File: src/rtl/irq_pending_ctrl.sv
// irq_pending_ctrl
// Latches rising edges on N request lines into a pending register, masks
// them, and presents the highest pending index (bit N-1 wins) through a
// valid/ack handshake. Each event stays pending until the consumer acks it.
// A new edge on a line that is still pending sets a sticky overrun flag.
//
// Ports:
//   clk        rising-edge clock
//   rst_n      asynchronous active-low reset
//   req_in     [N]  level request lines; a 0->1 transition is an event
//   mask_in    [N]  1 = line not eligible (still captured as pending)
//   ack        consumer accepts the presented index
//   clr_ovr    clears all overrun flags
//   out_valid  out_idx holds a presented index
//   out_idx    [IW] presented index, held until ack, kept in IDLE
//   pend_out   [N]  pending register
//   ovr_out    [N]  sticky overrun flags

// Per-line edge detect, pending bit and overrun flag.
module irq_pending_lane (
   input  logic clk,
   input  logic rst_n,
   input  logic req,
   input  logic clr,      // accepted ack of this line's index
   input  logic clr_ovr,
   output logic pend,
   output logic ovr
);
   logic req_q;
   logic rise;

   assign rise = req & ~req_q;

   always_ff @(posedge clk or negedge rst_n) begin
      if (!rst_n) begin
         req_q <= 1'b0;
         pend  <= 1'b0;
         ovr   <= 1'b0;
      end else begin
         req_q <= req;
         // A new edge beats a simultaneous ack so the event is not lost.
         if (rise)     pend <= 1'b1;
         else if (clr) pend <= 1'b0;
         // A fresh overrun beats clr_ovr. An edge landing on the ack that
         // clears this bit is a collision, not an overrun.
         if (rise && pend && !clr) ovr <= 1'b1;
         else if (clr_ovr)         ovr <= 1'b0;
      end
   end
endmodule

module irq_pending_ctrl #(
   parameter int N  = 4,
   parameter int IW = 2
) (
   input  logic          clk,
   input  logic          rst_n,
   input  logic [N-1:0]  req_in,
   input  logic [N-1:0]  mask_in,
   input  logic          ack,
   input  logic          clr_ovr,
   output logic          out_valid,
   output logic [IW-1:0] out_idx,
   output logic [N-1:0]  pend_out,
   output logic [N-1:0]  ovr_out
);
   typedef enum logic {IDLE, PRESENT} state_t;

   state_t         state;
   logic [N-1:0]   elig;
   logic [N-1:0]   clr;
   logic [IW-1:0]  enc;
   logic           ack_acc;

   // ack only means something while an index is presented.
   assign ack_acc = (state == PRESENT) && ack;
   assign elig    = pend_out & ~mask_in;

   // Highest set bit wins: later iterations overwrite lower ones.
   always_comb begin
      enc = '0;
      for (int i = 0; i < N; i++)
         if (elig[i]) enc = IW'(i);
   end

   for (genvar g = 0; g < N; g++) begin : g_lane
      assign clr[g] = ack_acc && (out_idx == IW'(g));
      irq_pending_lane u_lane (
         .clk     (clk),
         .rst_n   (rst_n),
         .req     (req_in[g]),
         .clr     (clr[g]),
         .clr_ovr (clr_ovr),
         .pend    (pend_out[g]),
         .ovr     (ovr_out[g])
      );
   end

   // Presentation FSM. out_idx is frozen in PRESENT: no preemption and
   // masking the presented line does not retract it.
   always_ff @(posedge clk or negedge rst_n) begin
      if (!rst_n) begin
         state     <= IDLE;
         out_valid <= 1'b0;
         out_idx   <= '0;
      end else begin
         case (state)
            IDLE: begin
               if (|elig) begin
                  out_idx   <= enc;
                  out_valid <= 1'b1;
                  state     <= PRESENT;
               end
            end
            PRESENT: begin
               if (ack) begin
                  out_valid <= 1'b0;
                  state     <= IDLE;
               end
            end
            default: begin
               out_valid <= 1'b0;
               state     <= IDLE;
            end
         endcase
      end
   end
endmodule

File: config.mk
export PLATFORM = sky130hd
export DESIGN_NAME = irq_pending_ctrl
export DESIGN_NICKNAME = d
export VERILOG_FILES = /design/src/rtl/irq_pending_ctrl.sv
export SDC_FILE = /design/constraint.sdc
export NUM_CORES = 1
export LEC_CHECK = 0
export ABC_AREA = 0
export BUFFER_PORTS_ARGS = -buffer_cell sky130_fd_sc_hd__clkbuf_2
export CAP_MARGIN = 40
export CORE_MARGIN = 4
export CORE_UTILIZATION = 45
export DETAILED_ROUTE_END_ITERATION = 8
export PLACE_DENSITY = 0.76
export SKIP_LAST_GASP = 1
export SLEW_MARGIN = 20
export SYNTH_ARGS = -nofsm -noshare
export SYNTH_HDL_FRONTEND = slang
export SYNTH_HIERARCHICAL = 1
export SYNTH_SLANG_ARGS = --single-unit
File: constraint.sdc
create_clock -name clk -period 1.1 [get_ports clk]
set_input_delay 0.11 -clock clk [delete_from_list [all_inputs] [get_ports clk]]
set_output_delay 0.11 -clock clk [all_outputs]
set_load 0.05 [all_outputs]
# After elaboration in Yosys (flattened, before gate mapping)
# Cells that the tools add are included.
[word_totals] ff_bits=16 inputBits=12 out_inout_bits=11 word_cells=82
[op_classes] eq_ne=5 n_mux=22 n_bitwise=11 n_reduce_logical=29
[ops] op="1-bit two-way mux" count=18
[ops] op="2-bit nonzero test" count=8
[ops] op="1-bit logical AND" count=13
[ops] op="1-bit NOT" count=5
[ops] op="1-bit AND" count=4
[ops] op="4-bit AND" count=1
[ops] op="2-bit equality test (second input constant)" count=2
[ops] op="1-bit logical NOT" count=4
[ops] op="2-bit two-way mux" count=2
[ops] op="2-bit inequality test (second input constant)" count=2
[ops] op="4-bit NOT" count=1
[ops] op="1-bit case mux with 2 select lines" count=2
[ops] op="2-bit AND reduction" count=2
[ops] op="4-bit OR reduction" count=1
[ops] op="2-bit by 1-bit equality test with 1-bit output (second input constant)" count=1
[ops] op="2-bit logical NOT" count=1

# Depth between registers and ports, before layout
[logic_depth] ltp_word=5 mapped_depth=4 mapped_depth_nobuf=4

# Hierarchy
# The synthesis kept the hierarchy.
[modules_own_cells] module="irq_pending_lane" n_inst=4 cells_per_inst=8 area_each_um2=107.6 seq_area_each_um2=75.1
[modules_own_cells] module="irq_pending_ctrl" n_inst=1 cells_per_inst=26 area_each_um2=264.0 seq_area_each_um2=100.1

# Worst setup path after synthesis
# OpenSTA, ideal clock, no wires.
[synth_path] kind="register to register" start="reg out_idx[0]" end="reg g_lane[1].u_lane.ovr" setup_time_ns=0.125 t_arrival_ns=1.146 required_time_ns=0.975 slack_ns=-0.171 stages_incl_launch_ff=5 path_buffers=0 period_less_slack_ns=1.271 cell_sequence="dfrtp_1 > inv_1 > nor3_1 > nand2b_1 > o22ai_2"
[synth_via] elab_chain_len=5 elab_cells_between_ends=6 cone_classes="1 x eq/ne; 1 x mux; 4 x reduce/logical"
[synth_lines] item="start: declaration" line="63" source="output logic [IW-1:0] out_idx,"
[synth_lines] item="start signal: assignment" line="110" source="out_idx <= enc;"
[synth_lines] item="2-bit by 1-bit equality test with 1-bit output (*)" line="87" source="assign clr[g] = ack_acc && (out_idx == IW'(g));"
[synth_lines] item="1-bit logical AND (*)" line="87"
[synth_lines] item="net clr[1]" line="71" source="logic [N-1:0] clr;"
[synth_lines] item="1-bit logical NOT (*)" line="46" source="if (rise && pend && !clr) ovr <= 1'b1;"
[synth_lines] item="1-bit logical AND (*)" line="46"
[synth_lines] item="1-bit two-way mux or 2-bit nonzero test (tied branches)"
[synth_lines] item="end signal: assignment" line="38" source="ovr <= 1'b0;"
[synth_lines] item="end signal: assignment" line="46"
[synth_lines] item="end signal: assignment" line="47" source="else if (clr_ovr) ovr <= 1'b0;"
[synth_lines] item="end: declaration" line="27" source="output logic ovr"
# The timed path passes the listed nets; every way through them passes the cells marked *.
# A chain may end at the register's enable or synchronous reset.

# Worst setup path in the final report
[layout_path] start="reg g_lane[2].u_lane.pend" end="reg state"
[layout_via] elab_chain_len=4
[layout_lines] item="start: declaration" line="26" source="output logic pend,"
[layout_lines] item="start signal: assignment" line="37" source="pend <= 1'b0;"
[layout_lines] item="start signal: assignment" line="42" source="if (rise) pend <= 1'b1;"
[layout_lines] item="start signal: assignment" line="43" source="else if (clr) pend <= 1'b0;"
[layout_lines] item="4-bit AND" line="77" source="assign elig = pend_out & ~mask_in;"
[layout_lines] item="4-bit OR reduction" line="109" source="if (|elig) begin"
[layout_lines] item="1-bit two-way mux" line="109"
[layout_lines] item="1-bit case mux with 2 select lines" line="107" source="case (state)"
[layout_lines] item="end signal: assignment" line="103" source="state <= IDLE;"
[layout_lines] item="end signal: assignment" line="112" source="state <= PRESENT;"
[layout_lines] item="end signal: assignment" line="118" source="state <= IDLE;"
[layout_lines] item="end: declaration" line="69" source="state_t state;"
# No other way between the ends.

==> run summary <==
TritonCTS built the clock tree. The worst slew margin relative to its limit is 74.04%. For this design the total switching power over the nets is 1.171 mW. In this run the core area contains 13 standard-cell rows.

In this design, the largest share of critical-path delay is due to simple AND/OR/NAND/NOR gates. STA classifies the critical path startpoint as a flop. Detail-routed via count per cell: 4.762. The synthesized design contains 16 register bits. Core footprint: 0.001383 sq mm. Net switching is 46.46% of the power.

For flop-to-flop paths, the worst setup slack is 0.01 ns. The residual DRC count was 0. The maximum root-to-sink buffer count was 2.

Worst clock skew: 0.002022 ns. On the critical path, the stage with the largest delay is an instance of dfrtp_2. Synthesis produced a netlist with a net count of 70. The total of buffers placed on input and output ports was 22; the post-layout instance count excluding filler cells was 105. The logs give 483 for the via count of the first global-routing pass and 0.28 ns for the insertion delay of the later-clocked pin in the worst-skew pair. The library cell used most frequently in the layout, excluding fill and tap cells, is clkbuf_2.

For this run, the top clock speed supported by timing is 919.4 MHz. The count of vias placed by the detailed router is 500, and the global routing met1 resource utilization is 16.71%. The number of antenna violations at the first check in global routing was 0; the net total in the final layout was 103. The number of buffers and inverters on the critical path is 0. The run gives 22.19% as the global routing usage on met2. The logs give 96 for the number of cells after detailed placement and 0 for the final max-slew violation count. In this run the critical register-to-register path is captured at state$_DFF_PN0_. For the share of power burned in combinational logic, the log shows 49.4%. The die extent in x was 47.28 microns. In this run, the clock network consumes 15.2% of the power.

For the number of DRC markers in iteration 0, the log shows 12. The initial core utilization came out at 50.23%. Setup repair after global routing could not meet its margin everywhere.

The maximum level of the CTS H-tree was 1. The synthesized netlist contains 19 unique library cells. Entering global routing, the biggest net connects 17 pins. The period utilization works out to 98.88%.

The flow ran to the end, and the final reports show no timing, DRC or antenna violations. The post-synthesis average cell area was 11.97 sq um; the internal power was 1.350 mW. The startpoint identified for the worst register-to-register timing path is g_lane[2].u_lane/pend$_DFFE_PN0P_. Fraction of power consumed by sequential logic: 35.4%. Of all nets on the critical path, the largest fanout is 4.

The number of setup buffers added after CTS is 0. Area taken by flip-flops and latches: 407.9 sq um. Along the worst hold path, the cell count comes to 2.

In this design, the stage delay of the slowest critical-path cell is 0.42 ns. The critical path is of the reg2reg type. IR analysis of the VDD net gives a maximum drop of 0.001276 V. Detailed placement ended at an HPWL of 1.017 mm.

Relative to the synthesized area, the layout overhead comes to 33.87%. Measured along the y axis, the die boundary spans 47.28 microns. The top cell types in the final layout, fill and taps aside, are clkbuf_2, dfrtp_1, nand2b_1, nand2_1, dfrtp_2.

The cell at the root of the clock tree is clkbuf_4. Hold-critical path endpoint: state$_DFF_PN0_. The die outline area is 0.002235 sq mm, and the setup-violating endpoint count in the final report is 0.

Dividing the detail-routed wire length by the instance count gives 12.67 microns. After global routing, the most crowded layer is met2. Sequential cells were found to cover 57.66% of the synthesized design area.

The clock period minus worst slack came out at 1.088 ns. For the routability congestion estimate, the log shows 0.7088. The cell area that synthesis handed to floorplanning was 694.4 sq um. The number of warnings printed during yosys synthesis was 6; the register clock-pin slew on the reported worst setup and hold paths was 0.09 ns.

The type of the most critical hold path was in2reg. The first global-routing pass estimated 2.070 mm of wire. Number of endpoints with negative hold slack in the final report: 0. For the clock net sink count, the log shows 16. STA puts the critical path data required time at 1.27 ns.

Remaining antenna violation count: 0. The pin slew with the least headroom to its limit is 0.3894 ns. The run gives 0 as the remaining global-route overflow. For this run, the detailed router's first-pass iteration total came to 3. The worst reg2reg path depth came out at 3. STA puts the critical path data arrival time at 1.25 ns. The clock buffer count from CTS is 3, and the total routing resource utilization after global routing is 13.97%. Synthesis handed over a netlist of 58 instances. In the final layout, the multi-input gates occupy 271.5 sq um. The logs give 0.4560 nW for the static leakage power and 0 for the antenna diode instance count. The final total negative setup slack came out at 0 ns. The critical path goes through nor2b_4 -> nor4_4 -> mux2i_1.

The worst setup path is captured at a flop. Hold path startpoint: ack. The number of placed I/O pins was 23. The proportion of layout cells with a drive suffix above 1 is 47.78%. For the global routing met3 resource utilization, the log shows 3.831%.

Max-cap violations in this run came to 0. Wires add up to 1.330 mm. The total power divided by cell area is 2712 mW/mm^2, and the number of filler instances in the final layout is 116.
## worst max-delay path by stage
| stage | start | endpoint | slack, ns | cells past startpoint |
|---|---|---|---|---|
| floorplan | g_lane[2].u_lane/pend$_DFFE_PN0P_ | state$_DFF_PN0_ | -0.06 | 3 |
| global placement | g_lane[2].u_lane/pend$_DFFE_PN0P_ | state$_DFF_PN0_ | 0.07 | 3 |
| detailed placement | g_lane[2].u_lane/pend$_DFFE_PN0P_ | state$_DFF_PN0_ | 0.008 | 3 |
| CTS | g_lane[2].u_lane/pend$_DFFE_PN0P_ | state$_DFF_PN0_ | -0.007 | 3 |
| global route | g_lane[2].u_lane/pend$_DFFE_PN0P_ | state$_DFF_PN0_ | -0.08 | 3 |
| finish | g_lane[2].u_lane/pend$_DFFE_PN0P_ | state$_DFF_PN0_ | 0.01 | 3 |
## area by class of cell
cell class | instances | area share, %
clock buffer | 4 | 3.903
inverter | 6 | 2.423
sequential | 16 | 43.88
timing repair buffer | 28 | 18.57
tap | 15 | 2.019
multi-input combinational | 36 | 29.21
## layer usage
metal	part of all wire (%)	wire, microns
met5	0	0
met4	1.7	22
met3	8.5	113
met2	46	613
met1	44	581
## worst register-to-register path, cell delays in order, from the launching register on
cell	delay, ns
dfrtp_2	0.42
nor2b_4	0.15
nor4_4	0.29
mux2i_1	0.11
## per-stage QoR
stage	utilization [%]	setup WS [ns]	hold WS, ns	area (sq um)	power [mW]
after floorplan	-	-0.06172	-0.1856	701.9	1.837
after global placement	60.63	0.07228	0.05267	838.3	2.106
after detailed placement	60.63	0.008143	0.05016	838.3	2.127
after CTS	66.88	-0.007068	0.01099	924.6	2.528
after global routing	67.24	-0.08225	0.03037	929.6	2.671
final	67.24	0.01230	0.01744	929.6	2.521
## cell usage after synthesis
library cell | number | area share (%)
dfrtp_1 | 16 | 58
nand2b_1 | 8 | 7.2
inv_1 | 6 | 3.2
nand2_1 | 6 | 3.2
nor3_1 | 4 | 2.9
o22ai_2 | 4 | 7.2
nor2b_4 | 2 | 4.0
a21oi_1 | 1 | 0.72
and2b_1 | 1 | 1.1
mux2i_1 | 1 | 1.4
nor2_1 | 1 | 0.54
nor2b_2 | 1 | 1.3
nor4_4 | 1 | 3.1
o21ai_1 | 1 | 0.72
o21ba_2 | 1 | 1.4
o21bai_1 | 1 | 1.1
o22ai_1 | 1 | 0.90
o2bb2ai_1 | 1 | 1.3
or2b_1 | 1 | 1.1
## power groups by stage
stage | clock [mW] | combinational (mW) | sequential [mW]
3_5_place_dp | 0 | 1.22 | 0.909
6_report | 0.383 | 1.25 | 0.893
2_1_floorplan | 0 | 0.390 | 1.45
4_1_cts | 0.397 | 1.23 | 0.896
3_3_place_gp | 0 | 1.21 | 0.899
5_1_grt | 0.417 | 1.33 | 0.920
## cell families after synthesis
group / share of synthesized area (%)
AND/OR/NAND/NOR: 24.33
flip-flops: 57.66
AO/OA/AOI/OAI: 13.33
buffers and inverters: 3.243
multiplexers: 1.441
## sequential cells by signal, indices dropped and copies added (netlist names)
name                 flops
g_lane.u_lane/req_q      4
state                    1
out_valid                1
out_idx                  2
g_lane.u_lane/ovr        4
g_lane.u_lane/pend       4
## timing repair
action,4_1_cts,5_1_grt
hold buffers,5,0
hold endpoints to repair,20,0
gates cloned,0,0
gates resized for setup,0,5
endpoints found under the setup margin,1,5
Power figures use the tool's default switching activity.
